$ cat config.mk
export PLATFORM = sky130hd
export DESIGN_NAME = jump_seq_ctrl
export DESIGN_NICKNAME = d
export VERILOG_FILES = /design/src/rtl/jump_seq_ctrl.sv
export SDC_FILE = /design/constraint.sdc
export NUM_CORES = 1
export LEC_CHECK = 0
export BUFFER_PORTS_ARGS = -buffer_cell sky130_fd_sc_hd__buf_4
export CAP_MARGIN = 25
export CORE_MARGIN = 5
export CORE_UTILIZATION = 40
export DETAILED_ROUTE_END_ITERATION = 8
export PLACE_DENSITY = 0.76
export SETUP_SLACK_MARGIN = 0.3
export SYNTH_ARGS = -nofsm -noshare
export SYNTH_HDL_FRONTEND = slang
export SYNTH_SLANG_ARGS = --single-unit
$ cat constraint.sdc
create_clock -name clock -period 1.76 [get_ports clock]
set_input_delay 0.44 -clock clock [delete_from_list [all_inputs] [get_ports clock]]
set_output_delay 0.44 -clock clock [all_outputs]
set_load 0.01 [all_outputs]
$ cat src/rtl/jump_seq_ctrl.sv
// Fetch/jal/jr/br micro-step sequencer: one control word per clock, Moore-decoded from state (T3 word from live IR, T6 PCin from con).
// Latency: fetch 3 cycles + memory wait; jr 4, jal 5, br 7 cycles per instruction. Stalls in T1 while mem_ready is low.
// Optional branch support: define JSEQ_BRANCH_EN to enable br (T5/T6); otherwise br traps as illegal.
module jump_seq_ctrl #(
    parameter int                 OPC_W    = 5,
    parameter int                 LINK_REG = 15,
    parameter logic [OPC_W-1:0]   OPC_JAL  = 5'b10101,
    parameter logic [OPC_W-1:0]   OPC_JR   = 5'b10100,
    parameter logic [OPC_W-1:0]   OPC_BR   = 5'b10011
) (
    input  logic             clock,
    input  logic             clear,
    input  logic             start,
    input  logic             mem_ready,
    input  logic [OPC_W-1:0] opcode,
    input  logic             con,
    output logic             PCout,
    output logic             IncPC,
    output logic             MARin,
    output logic             memRead,
    output logic             MDRin,
    output logic             MDRout,
    output logic             IRin,
    output logic             Gra,
    output logic             Rout,
    output logic             PCin,
    output logic             CONin,
    output logic             Yin,
    output logic             Cout,
    output logic             ADD,
    output logic             Zin,
    output logic             Zlowout,
    output logic             link_wr,
    output logic [3:0]       link_sel,
    output logic             busy,
    output logic             illegal,
    output logic [3:0]       step
);

    typedef enum logic [3:0] {
        S_IDLE,
        S_T0,
        S_T1,
        S_T2,
        S_T3,
        S_T4,
`ifdef JSEQ_BRANCH_EN
        S_T5,
        S_T6,
`endif
        S_ILLEGAL
    } state_t;

    state_t           state;
    state_t           end_state;
    logic [OPC_W-1:0] op_q;
    logic             op_br;

`ifdef JSEQ_BRANCH_EN
    assign op_br = (opcode == OPC_BR);
`else
    logic unused_cfg;
    assign op_br      = 1'b0;
    assign unused_cfg = con ^ (opcode == OPC_BR);
`endif

    // Back-to-back instructions skip IDLE when start is already high.
    assign end_state = start ? S_T0 : S_IDLE;
    assign link_sel  = 4'(LINK_REG);

    always_ff @(posedge clock) begin
        if (clear) begin
            state <= S_IDLE;
            op_q  <= '0;
        end else begin
            case (state)
                S_IDLE: if (start) state <= S_T0;
                S_T0:   state <= S_T1;
                S_T1:   if (mem_ready) state <= S_T2;
                S_T2:   state <= S_T3;
                S_T3: begin
                    op_q <= opcode;
                    if (opcode == OPC_JR)
                        state <= end_state;
                    else if (opcode == OPC_JAL || op_br)
                        state <= S_T4;
                    else
                        state <= S_ILLEGAL;
                end
`ifdef JSEQ_BRANCH_EN
                S_T4:   state <= (op_q == OPC_BR) ? S_T5 : end_state;
                S_T5:   state <= S_T6;
                S_T6:   state <= end_state;
`else
                S_T4:   state <= end_state;
`endif
                S_ILLEGAL: state <= S_ILLEGAL;
                default:   state <= S_IDLE;
            endcase
        end
    end

    always_comb begin
        PCout   = 1'b0;
        IncPC   = 1'b0;
        MARin   = 1'b0;
        memRead = 1'b0;
        MDRin   = 1'b0;
        MDRout  = 1'b0;
        IRin    = 1'b0;
        Gra     = 1'b0;
        Rout    = 1'b0;
        PCin    = 1'b0;
        CONin   = 1'b0;
        Yin     = 1'b0;
        Cout    = 1'b0;
        ADD     = 1'b0;
        Zin     = 1'b0;
        Zlowout = 1'b0;
        link_wr = 1'b0;
        step    = 4'd0;
        case (state)
            S_T0: begin
                step  = 4'd0;
                PCout = 1'b1;
                MARin = 1'b1;
                IncPC = 1'b1;
            end
            S_T1: begin
                step    = 4'd1;
                memRead = 1'b1;
                MDRin   = 1'b1;
            end
            S_T2: begin
                step   = 4'd2;
                MDRout = 1'b1;
                IRin   = 1'b1;
            end
            S_T3: begin
                // IR was written at the T2 edge, so decode the live opcode here.
                step = 4'd3;
                if (opcode == OPC_JAL) begin
                    PCout   = 1'b1;
                    link_wr = 1'b1;
                end else if (opcode == OPC_JR) begin
                    Gra  = 1'b1;
                    Rout = 1'b1;
                    PCin = 1'b1;
                end else if (op_br) begin
                    Gra  = 1'b1;
                    Rout = 1'b1;
`ifdef JSEQ_BRANCH_EN
                    CONin = 1'b1;
`endif
                end
            end
            S_T4: begin
                step = 4'd4;
                if (op_q == OPC_JAL) begin
                    Gra  = 1'b1;
                    Rout = 1'b1;
                    PCin = 1'b1;
                end
`ifdef JSEQ_BRANCH_EN
                else if (op_q == OPC_BR) begin
                    PCout = 1'b1;
                    Yin   = 1'b1;
                end
`endif
            end
`ifdef JSEQ_BRANCH_EN
            S_T5: begin
                step = 4'd5;
                Cout = 1'b1;
                ADD  = 1'b1;
                Zin  = 1'b1;
            end
            S_T6: begin
                step    = 4'd6;
                Zlowout = 1'b1;
                PCin    = con;
            end
`endif
            default: ;
        endcase
    end

    assign busy    = (state != S_IDLE) && (state != S_ILLEGAL);
    assign illegal = (state == S_ILLEGAL);

endmodule

==> impl_metrics.sql <==
INSERT INTO impl_metrics (metric_group, metric, value, unit) VALUES
('routing', 'via_per_inst', '4.64', ''),
('logic_synthesis', 'ys.flop_type', 'dfxtp_1', ''),
('logic_synthesis', 'synth_commonest_cells', 'buf_4 (17), nor2_1 (12), dfxtp_1 (8)', ''),
('routing', 'post_drt_wl_per_cell', '12.8', 'µm'),
('setup_path', 'crit_chain', 'buf_4 -> and4bb_1 -> and3_4 -> nand2b_4 -> buf_6', ''),
('global_routing', 'grt_pass1_wl', '2370', 'µm'),
('die', 'initial_core_util', '0.415', ''),
('logic_synthesis', 'synthesis.area_per_instance', '7.92', 'µm²'),
('setup_path', 'setup.worst_path.start_class', 'input port', ''),
('setup_path', 'worst_ep_required_time', '1.32', 'ns'),
('logic_synthesis', 'post_synth_edffs', '0', ''),
('final_layout', 'design.final.nets', '116', ''),
('place', 'cell_count_after_placement', '112', ''),
('timing', 'final-max-slew-violation-count', '0', ''),
('timing', 'minimum_period_implied_by_the_final_worst_setup_slack', '1.71', 'ns'),
('timing', 'finalSetupViolCount', '0', ''),
('die', 'floorplan.die.width', '49.3', 'µm'),
('place', 'io_buffer_count', '24', ''),
('timing', 'timing.final.hold_violations', '0', ''),
('timing', 'tns', '0', 'ns'),
('final_layout', 'cell_count_final_fillers_out', '120', ''),
('routing', 'ant_nets', '0', ''),
('global_routing', 'grt_antenna_before_repair', '0', ''),
('outcome', 'status', 'completed', ''),
('cts', 'hold_fix_buffers_at_cts', '0', ''),
('final_layout', 'area_growth_syn_to_layout', '43.7', '%'),
('timing', 'fin_worst_skew', '0.000618', 'ns'),
('place', 'place.detailed.hpwl', '1050', 'µm'),
('logic_synthesis', 'synthTopCellsByArea', 'dfxtp_1 (26%), buf_4 (21%), mux2i_1 (9.7%)', ''),
('setup_path', 'endpoint_kind', 'output pin', ''),
('logic_synthesis', 'syn-cell-area', '618', 'µm²'),
('job', 'maxCapViolCount', '0', ''),
('die', 'placeableCoreArea', '1490', 'µm²'),
('setup_path', 'critPathMaxFanout', '3', ''),
('final_layout', 'n_antenna_cell', '0', ''),
('routing', 'routed_wl', '1530', 'µm'),
('final_layout', 'drive_above_1_share', '0.510', ''),
('place', 'gpl.final_weighted_congestion', '0.712', ''),
('setup_path', 'critical_path_class', 'input port to output pin', ''),
('cts', 'cts.root.buffer_cell', 'clkbuf_4', ''),
('die', 'placementRows', '14', ''),
('timing', 'hold_ws', '0.411', 'ns'),
('final_layout', 'multi_input_area', '394', 'µm²'),
('power_and_ir_drop', 'p_total', '624', 'µW'),
('routing', 'route.detailed.drc', '0', ''),
('global_routing', 'largest_net_degree_at_the_start_of_global_routing', '10', ''),
('global_routing', 'gr-usage-all-layers', '0.122', ''),
('power_and_ir_drop', 'leakage', '0.421', 'nW'),
('cts', 'maximum_buffer_depth_of_the_clock_tree', '2', ''),
('timing', 'max_clock_freq', '0.585', 'GHz'),
('die', 'die-height', '49.3', 'µm'),
('timing', 'grt_setup_unrepaired', 'true', ''),
('logic_synthesis', 'synthMostInstantiatedCell', 'buf_4', ''),
('timing', 'final_critical_path_share_of_the_clock_period', '0.971', ''),
('power_and_ir_drop', 'power.density', '703', 'nW/µm²'),
('logic_synthesis', 'syn_inst', '78', ''),
('logic_synthesis', 'synth_seq_cells', '8', ''),
('worst_hold_path', 'hold_class', 'input port to flip-flop', ''),
('setup_path', 'slowest_delay', '0.30', 'ns'),
('timing', 'finalWorstSetupSlack', '0.0515', 'ns'),
('final_layout', 'layout.filler_cells', '123', ''),
('global_routing', 'grt_pass1_vias', '530', ''),
('die', 'fp.dieArea', '2430', 'µm²'),
('cts', 'worst_setup_hold_path_clk_slew', '0.05', 'ns'),
('setup_path', 'critical_path_cell_with_the_highest_stage_delay', 'and4bb_1', ''),
('cts', 'clock-sinks', '8', ''),
('die', 'pin_count', '37', ''),
('logic_synthesis', 'async_flop_share', '0', ''),
('logic_synthesis', 'yosysTopAreaCell', 'dfxtp_1', ''),
('global_routing', 'grt-ovfl-total', '0', ''),
('cts', 'cts-buffers-inserted', '3', '');
per-stage QoR:
stage               utilization  instance area (µm²)
finish                    0.597                  888
global route              0.597                  888
CTS                       0.579                  862
detailed placement        0.502                  747
global placement          0.502                  747
floorplan                     -                  661
critical path, delay by kind of cell:
family	cells	cell delay [ns]
buffers and inverters	2	0.21
AND/OR/NAND/NOR	3	0.62
sequential cells by signal, summed over array words and instances, names as in the netlist:
signal,count
op_q,5
state,3
routing by layer:
layer | up-vias | global-route usage | routed length [µm]
li1 | 282 | - | -
met1 | 257 | 0.129 | 567
met2 | 18 | 0.223 | 853
met3 | 0 | 0.0398 | 112
met4 | 0 | 0.0404 | 0
met5 | - | 0 | 0
layout by cell type (no fill, tap or decap), drive strengths merged, types with 2 or more instances in the layout:
cell and count:
dfxtp 8, conb 11, clkbuf 3, mux2i 6, nor2 12, buf 34, and3 2, nand2b 3
a21oi 3, nand2 5, inv 2, o21ai 2
power breakdown:
| part | switching, mW | internal (mW) | leakage [nW] |
|---|---|---|---|
| Clock | 0.0604 | 0.0779 | 0.0138 |
| Sequential | 0.0154 | 0.197 | 0.0664 |
| Combinational | 0.137 | 0.137 | 0.341 |
| Total | 0.213 | 0.411 | 0.421 |
final timing paths:
check                           slack, ns  depth (start not counted)  startpoint        to
worst min register to register       0.48                          2     op_q[0]   op_q[0]
worst max register to register       0.47                          5    state[0]  state[1]
worst max-delay path                 0.05                          5   opcode[3]     PCout
worst min-delay path                 0.41                          2       clear  state[1]
final cells by class:
cell class,instances,area share
sequential,8,0.187
timing repair buffer,34,0.313
tap,16,0.0225
multi-input combinational,57,0.444
inverter,2,0.00845
clock buffer,3,0.0254
kinds of logic (layout without fill, tap and decap cells):
kind of cell / count (synthesis) / count (layout) / synth area share
buffers and inverters: 22 / 39 / 0.253
AOI/OAI and AO/OA: 10 / 10 / 0.103
DFF: 8 / 8 / 0.259
muxes: 6 / 6 / 0.0972
other: 2 / 11 / 0.0122
and+or+nand+nor: 30 / 30 / 0.275
repair_timing:
item	in CTS	in global routing
endpoints found under the hold margin	0	0
pin swaps	5	1
gates cloned	0	0
setup endpoints to repair	16	16
gates resized for setup	16	6
buffers inserted	5	0
Power figures use the tool's default switching activity.
